**config.mk**
```make
export PLATFORM = sky130hd
export DESIGN_NAME = opcode_dispatcher
export DESIGN_NICKNAME = d
export VERILOG_FILES = /design/src/rtl/opcode_dispatcher_pkg.sv /design/src/rtl/opcode_fifo.sv /design/src/rtl/opcode_dispatcher.sv
export SDC_FILE = /design/constraint.sdc
export NUM_CORES = 1
export LEC_CHECK = 0
export ABC_CLOCK_PERIOD_IN_PS = 11800
export BUFFER_PORTS_ARGS = -buffer_cell sky130_fd_sc_hd__buf_4
export CAP_MARGIN = 20
export CORE_ASPECT_RATIO = 0.6
export CORE_MARGIN = 2
export CORE_UTILIZATION = 24
export DETAILED_ROUTE_END_ITERATION = 7
export PLACE_DENSITY = 0.37
export SYNTH_ARGS = -nofsm -noshare
export SYNTH_HDL_FRONTEND = slang
export SYNTH_SLANG_ARGS = --single-unit
```
**constraint.sdc**
```tcl
create_clock -name clk -period 11.8 [get_ports clk]
set_input_delay 2.36 -clock clk [delete_from_list [all_inputs] [get_ports clk]]
set_output_delay 2.36 -clock clk [all_outputs]
set_load 0.02 [all_outputs]
```
**src/rtl/opcode_dispatcher_pkg.sv**
```systemverilog
// rtl/opcode_dispatcher_pkg.sv - opcode word, dispatcher state and argument index definitions
package Opcode_p;

  localparam int ARG_BITS  = 12;
  localparam int FLAG_BITS = 4;

  typedef enum logic [3:0] {
    OP_G00 = 4'd0,
    OP_G01 = 4'd1,
    OP_G02 = 4'd2,
    OP_G03 = 4'd3
  } Opcode_t;

  typedef struct packed {
    Opcode_t               op;
    logic [ARG_BITS-1:0]   arg1;
    logic [ARG_BITS-1:0]   arg2;
    logic [ARG_BITS-1:0]   arg3;
    logic [ARG_BITS-1:0]   arg4;
    logic [FLAG_BITS-1:0]  flags;
  } Opcode_st;

  typedef enum logic [1:0] {
    IDLE     = 2'd0,
    DECODE   = 2'd1,
    LINE_RUN = 2'd2,
    ARC_RUN  = 2'd3
  } Dispatch_state_t;

  // Argument slots of an opcode word: target X/Y, arc centre offset I/J.
  localparam int ARG_X = 1;
  localparam int ARG_Y = 2;
  localparam int ARG_I = 3;
  localparam int ARG_J = 4;

  function automatic logic [ARG_BITS-1:0] op_arg(input Opcode_st o, input int idx);
    logic [ARG_BITS-1:0] v;
    v = '0;
    if (idx == ARG_X)      v = o.arg1;
    else if (idx == ARG_Y) v = o.arg2;
    else if (idx == ARG_I) v = o.arg3;
    else if (idx == ARG_J) v = o.arg4;
    return v;
  endfunction

  function automatic logic is_line_op(input Opcode_t op);
    return (op == OP_G00) || (op == OP_G01);
  endfunction

  function automatic logic is_arc_op(input Opcode_t op);
    return (op == OP_G02) || (op == OP_G03);
  endfunction

endpackage

```
**src/rtl/opcode_fifo.sv**
```systemverilog
// rtl/opcode_fifo.sv - synchronous FIFO of opcode words
// Ports: clk, reset (async active-low), push/push_data write side,
//        pop/head read side (head is the oldest entry), full/empty registered flags.
module opcode_fifo
  import Opcode_p::*;
#(
  parameter int FIFO_DEPTH = 4
) (
  input  logic     clk,
  input  logic     reset,
  input  logic     push,
  input  Opcode_st push_data,
  input  logic     pop,
  output Opcode_st head,
  output logic     full,
  output logic     empty
);

  localparam int AW = $clog2(FIFO_DEPTH);

  Opcode_st       mem [FIFO_DEPTH];
  logic [AW:0]    wr_ptr;
  logic [AW:0]    rd_ptr;
  logic [AW:0]    wr_next;
  logic [AW:0]    rd_next;
  logic           do_push;
  logic           do_pop;

  assign do_pop  = pop && !empty;
  // A simultaneous pop frees a slot, so a full FIFO can still take a push.
  assign do_push = push && (!full || do_pop);

  assign wr_next = wr_ptr + {{AW{1'b0}}, do_push};
  assign rd_next = rd_ptr + {{AW{1'b0}}, do_pop};

  assign head = mem[rd_ptr[AW-1:0]];

  always_ff @(posedge clk or negedge reset) begin
    if (!reset) begin
      wr_ptr <= '0;
      rd_ptr <= '0;
      full   <= 1'b0;
      empty  <= 1'b1;
    end else begin
      wr_ptr <= wr_next;
      rd_ptr <= rd_next;
      // Extra pointer MSB distinguishes full from empty when addresses match.
      empty  <= (wr_next == rd_next);
      full   <= (wr_next[AW] != rd_next[AW]) &&
                (wr_next[AW-1:0] == rd_next[AW-1:0]);
    end
  end

  always_ff @(posedge clk) begin
    if (do_push) begin
      mem[wr_ptr[AW-1:0]] <= push_data;
    end
  end

endmodule

```
**src/rtl/opcode_dispatcher.sv**
```systemverilog
// rtl/opcode_dispatcher.sv - buffers parser opcodes and sequences line/arc executors
// Ports: clk, reset (async active-low); in_op/in_valid/in_ready parser input;
//        line_* and arc_* executor command/handshake; cur_x/cur_y pen position;
//        busy (work pending); err_op (unknown opcode discarded).
module opcode_dispatcher
  import Opcode_p::*;
#(
  parameter int FIFO_DEPTH = 4
) (
  input  logic                clk,
  input  logic                reset,
  input  Opcode_st            in_op,
  input  logic                in_valid,
  output logic                in_ready,
  output logic                line_start,
  output logic                line_rapid,
  output logic [ARG_BITS-1:0] line_x0,
  output logic [ARG_BITS-1:0] line_y0,
  output logic [ARG_BITS-1:0] line_x1,
  output logic [ARG_BITS-1:0] line_y1,
  input  logic                line_done,
  output logic                arc_start,
  output logic                arc_ccw,
  output logic [ARG_BITS-1:0] arc_x0,
  output logic [ARG_BITS-1:0] arc_y0,
  output logic [ARG_BITS-1:0] arc_x1,
  output logic [ARG_BITS-1:0] arc_y1,
  output logic [ARG_BITS-1:0] arc_i,
  output logic [ARG_BITS-1:0] arc_j,
  input  logic                arc_done,
  output logic [ARG_BITS-1:0] cur_x,
  output logic [ARG_BITS-1:0] cur_y,
  output logic                busy,
  output logic                err_op
);

  Dispatch_state_t state;
  Dispatch_state_t next_state;

  Opcode_st head;
  Opcode_t  op_reg;
  logic     fifo_full;
  logic     fifo_empty;
  logic     fifo_push;
  logic     fifo_pop;
  logic     line_finish;
  logic     arc_finish;
  logic     unused_flags;

  assign unused_flags = ^head.flags;

  assign in_ready  = !fifo_full;
  assign fifo_push = in_valid && in_ready;
  assign busy      = !fifo_empty || (state != IDLE);

  opcode_fifo #(
    .FIFO_DEPTH (FIFO_DEPTH)
  ) u_fifo (
    .clk       (clk),
    .reset     (reset),
    .push      (fifo_push),
    .push_data (in_op),
    .pop       (fifo_pop),
    .head      (head),
    .full      (fifo_full),
    .empty     (fifo_empty)
  );

  always_ff @(posedge clk or negedge reset) begin
    if (!reset) begin
      state <= IDLE;
    end else begin
      state <= next_state;
    end
  end

  always_comb begin
    next_state  = state;
    fifo_pop    = 1'b0;
    line_start  = 1'b0;
    arc_start   = 1'b0;
    err_op      = 1'b0;
    line_finish = 1'b0;
    arc_finish  = 1'b0;
    case (state)
      IDLE: begin
        if (!fifo_empty) begin
          fifo_pop   = 1'b1;
          next_state = DECODE;
        end
      end
      DECODE: begin
        if (is_line_op(op_reg)) begin
          line_start = 1'b1;
          next_state = LINE_RUN;
        end else if (is_arc_op(op_reg)) begin
          arc_start  = 1'b1;
          next_state = ARC_RUN;
        end else begin
          err_op     = 1'b1;
          next_state = IDLE;
        end
      end
      LINE_RUN: begin
        if (line_done) begin
          line_finish = 1'b1;
          next_state  = IDLE;
        end
      end
      ARC_RUN: begin
        if (arc_done) begin
          arc_finish = 1'b1;
          next_state = IDLE;
        end
      end
      default: next_state = IDLE;
    endcase
  end

  // Operands are captured together with op_reg on the pop edge so they are
  // already stable during DECODE, when the start pulse is issued. Only the
  // executor the popped opcode targets has its operands reloaded; the other
  // keeps its previous command. The start point comes from cur_*, which is
  // stable in IDLE because it only changes on the done edge.
  always_ff @(posedge clk or negedge reset) begin
    if (!reset) begin
      op_reg     <= OP_G00;
      line_rapid <= 1'b0;
      line_x0    <= '0;
      line_y0    <= '0;
      line_x1    <= '0;
      line_y1    <= '0;
      arc_ccw    <= 1'b0;
      arc_x0     <= '0;
      arc_y0     <= '0;
      arc_x1     <= '0;
      arc_y1     <= '0;
      arc_i      <= '0;
      arc_j      <= '0;
      cur_x      <= '0;
      cur_y      <= '0;
    end else begin
      if (fifo_pop) begin
        op_reg <= head.op;
        if (is_line_op(head.op)) begin
          line_rapid <= (head.op == OP_G00);
          line_x0    <= cur_x;
          line_y0    <= cur_y;
          line_x1    <= op_arg(head, ARG_X);
          line_y1    <= op_arg(head, ARG_Y);
        end
        if (is_arc_op(head.op)) begin
          arc_ccw <= (head.op == OP_G03);
          arc_x0  <= cur_x;
          arc_y0  <= cur_y;
          arc_x1  <= op_arg(head, ARG_X);
          arc_y1  <= op_arg(head, ARG_Y);
          arc_i   <= op_arg(head, ARG_I);
          arc_j   <= op_arg(head, ARG_J);
        end
      end
      if (line_finish) begin
        cur_x <= line_x1;
        cur_y <= line_y1;
      end else if (arc_finish) begin
        cur_x <= arc_x1;
        cur_y <= arc_y1;
      end
    end
  end

endmodule

```
==> summary.md <==
| Metric | Value |
|---|---|
| Total power | `4980 uW` |
| Die height | `190 um` |
| Worst hold path class | `flip-flop to flip-flop` |
| Syn nets | `762` |
| Pre-antenna DRT Iters | `4` |
| Synth Warn # | `0` |
| DRC | `0` |
| WL final | `34.5 mm` |
| Reg2reg start | `u_fifo.rd_ptr[1]` |
| Clk sinks | `367` |
| RSZ-0062 raised after global routing | `no` |
| Vias | `7,053` |
| Worst Hold Slack | `0.482 ns` |
| Yosys cell types | `29` |
| CP startpoint kind | `flip-flop` |
| Worst EP arrival | `1.84 ns` |
| Max reg flops | `208` |
| Leakage Power | `0.00709 uW` |
| Worst-path clk slew | `0.07 ns` |
| Final Net Count | `988` |
| Worst path required time | `9.44 ns` |
| Fin. Hold Viols | `0` |
| GR Util All Layers | `11.6%` |
| Placer's final routability congestion estimate | `0.659` |
| R2R cell count | `5` |
| Slew headroom | `33.8%` |
| Worst Min Path Start | `u_fifo.wr_ptr[2]` |
| Endpoint class of the critical path | `output pin` |
| Post_cts resized | `0` |
| TritonCTS clock tree | `yes` |
| Post-DP HPWL | `20.2 mm` |
| Die W | `314 um` |
| Min cycle time layout | `4.20 ns` |
| Maximum net fanout on the critical path | `9` |
| Area grow syn2layout | `27.8%` |
| Clock Path Buffers | `3` |
| Syn_area_per_cell | `19.8 sq um` |
| Clock Skew | `0.0130 ns` |
| Register area | `10,200 sq um` |
| IO Count | `212` |
| Share of cells above drive strength 1 | `48.7%` |
| First-pass GRT wire length | `51.6 mm` |
| Util after Layout | `30.8%` |
| Drt first-iter violations | `343` |
| I/O Buffers | `207` |
| Post-CTS Hold Buffers | `0` |
| Slew @ Worst Pin | `0.993 ns` |
| Fill cells | `5,656` |
| Final setup viols | `0` |
| Largest net degree at the start of global routing | `62` |
| Initial antenna violation count | `0` |
| Reg2Reg Setup Slack | `8.26 ns` |
| RR Endpoint | `arc_x0[11]` |
| Final period utilization | `35.6%` |
| Die Area | `59,500 sq um` |
| Crit path to | `arc_start` |
| Fin. max-slew vios | `0` |
| Fmax | `238 MHz` |
| Wire per inst | `20.0 um` |
| Register area share after synthesis | `74.1%` |
| Initial Utilization | `24.1%` |
| Number of synthesized register bits | `367` |
| Ant diodes | `0` |
| Sum Neg Setup Slack | `0 ns` |
| Clock Latency Late Sink | `0.54 ns` |
| Synth Cell Area | `13,800 sq um` |
| Worst vdd ir | `0.000111 V` |
| Routed Antenna Nets | `0` |
| Core area | `57,200 sq um` |
| Overflow after GRT | `0` |
| Vias in the first global route | `7,456` |
| Total CTS buffers | `39` |
| Area of the multi-input gates | `3430 sq um` |
| Setup bufs post-CTS | `0` |
| Max-cap violation count | `0` |
| Vias/cell | `4.09` |
| Status | `complete, no violations` |
| Num rows | `68` |
| Cells after synthesis | `697` |
| Clk root buf | `clkbuf_16` |
| Power Density | `283 nW/um^2` |
| H-Tree Depth | `2` |
| Crit path kind | `flip-flop to output pin` |
| Worst Setup SP | `state[1]` |
-- cell families after synthesis --
logic type                 share of synthesized area (%)
AOI/OAI and AO/OA                                   1.05
buffers and inverters                               1.31
xor gates and xnor gates                           0.317
muxes                                               20.9
DFF                                                 74.1
and+or+nand+nor                                     1.93
adders and majority gates                          0.363
-- through the flow --
| step | std cells | setup WS (ns) | area, sq um |
|---|---|---|---|
| after global placement | 1652 | 7.47 | 16300 |
| after floorplan | 697 | 4.81 | 13800 |
| after global routing | 1724 | 7.44 | 17600 |
| final | 1724 | 7.60 | 17600 |
| after detailed placement | 1652 | 7.48 | 16300 |
| after CTS | 1724 | 7.52 | 17600 |
-- layout by cell type (no fill, tap or decap), types with 6 or more instances in the layout --
master	count
nand2_1	27
nor2_1	10
edfxtp_1	208
clkinv_1	6
mux2i_1	25
mux2_2	116
o21ai_0	24
bufinv_16	7
mux4_2	53
clkbuf_1	8
clkbuf_16	40
buf_4	217
mux2_4	9
dfrtp_1	156
clkinv_2	6
-- layer usage --
metal	global-route usage (%)	up-vias	wire length, um
met1	17.3	3724	17400
li1	-	3142	-
met5	0	-	0
met4	2.48	0	566
met2	16.7	142	14700
met3	3.22	45	1870
-- worst min-delay path by stage --
stage / endpoint / cells past startpoint
2_1_floorplan: u_fifo.wr_ptr[2] / 1
3_3_place_gp: u_fifo.wr_ptr[2] / 1
3_5_place_dp: u_fifo.wr_ptr[2] / 1
4_1_cts: u_fifo.wr_ptr[2] / 1
5_1_grt: u_fifo.wr_ptr[2] / 1
6_report: u_fifo.wr_ptr[2] / 1
-- cell usage after synthesis --
cell type	count	area, sq um
edfxtp_1	208	6250
clkbuf_1	11	41.3
nand3_1	1	5.00
xnor2_1	4	35.0
nor3_1	1	5.00
buf_2	19	95.1
nand3b_4	1	20.0
o21ai_0	24	120
nor3b_1	2	15.0
a21o_1	2	15.0
mux4_2	53	1190
nor2_1	12	45.0
nand2b_1	1	6.26
nand2_1	28	105
nor2b_1	3	18.8
a21oi_1	2	10.0
nand3b_1	1	7.51
dfstp_2	1	26.3
buf_6	3	33.8
xor2_1	1	8.76
ha_1	4	50.1
mux2_4	9	135
nor3_4	1	16.3
dfrtp_1	158	3950
mux2_2	116	1310
inv_1	3	11.3
nand3_2	1	10.0
mux2i_1	25	250
and3_1	2	12.5
-- worst max-delay path, stage by stage (launching register included) --
cell,delay [ns]
dfrtp_1,0.50
nor3_1,0.42
and3_1,0.24
buf_4,0.15
-- layout make-up --
cell class              instances  share of cell area, %
well taps                     770                   5.46
multi-input cells             294                   19.4
inverters                       3                 0.0639
repair buffers                218                   9.30
flip-flops and latches        367                   58.0
clock inverters                22                   1.68
clock buffers                  50                   6.00
-- power breakdown --
part	internal [uW]	total, uW	leakage (uW)	switching [uW]
Sequential	1760	2020	0.00388	254
Combinational	784	1660	0.00255	875
Clock	790	1310	0.000664	517
Total	3340	4980	0.00709	1650
No activity file was read; power rests on OpenSTA's default activity.
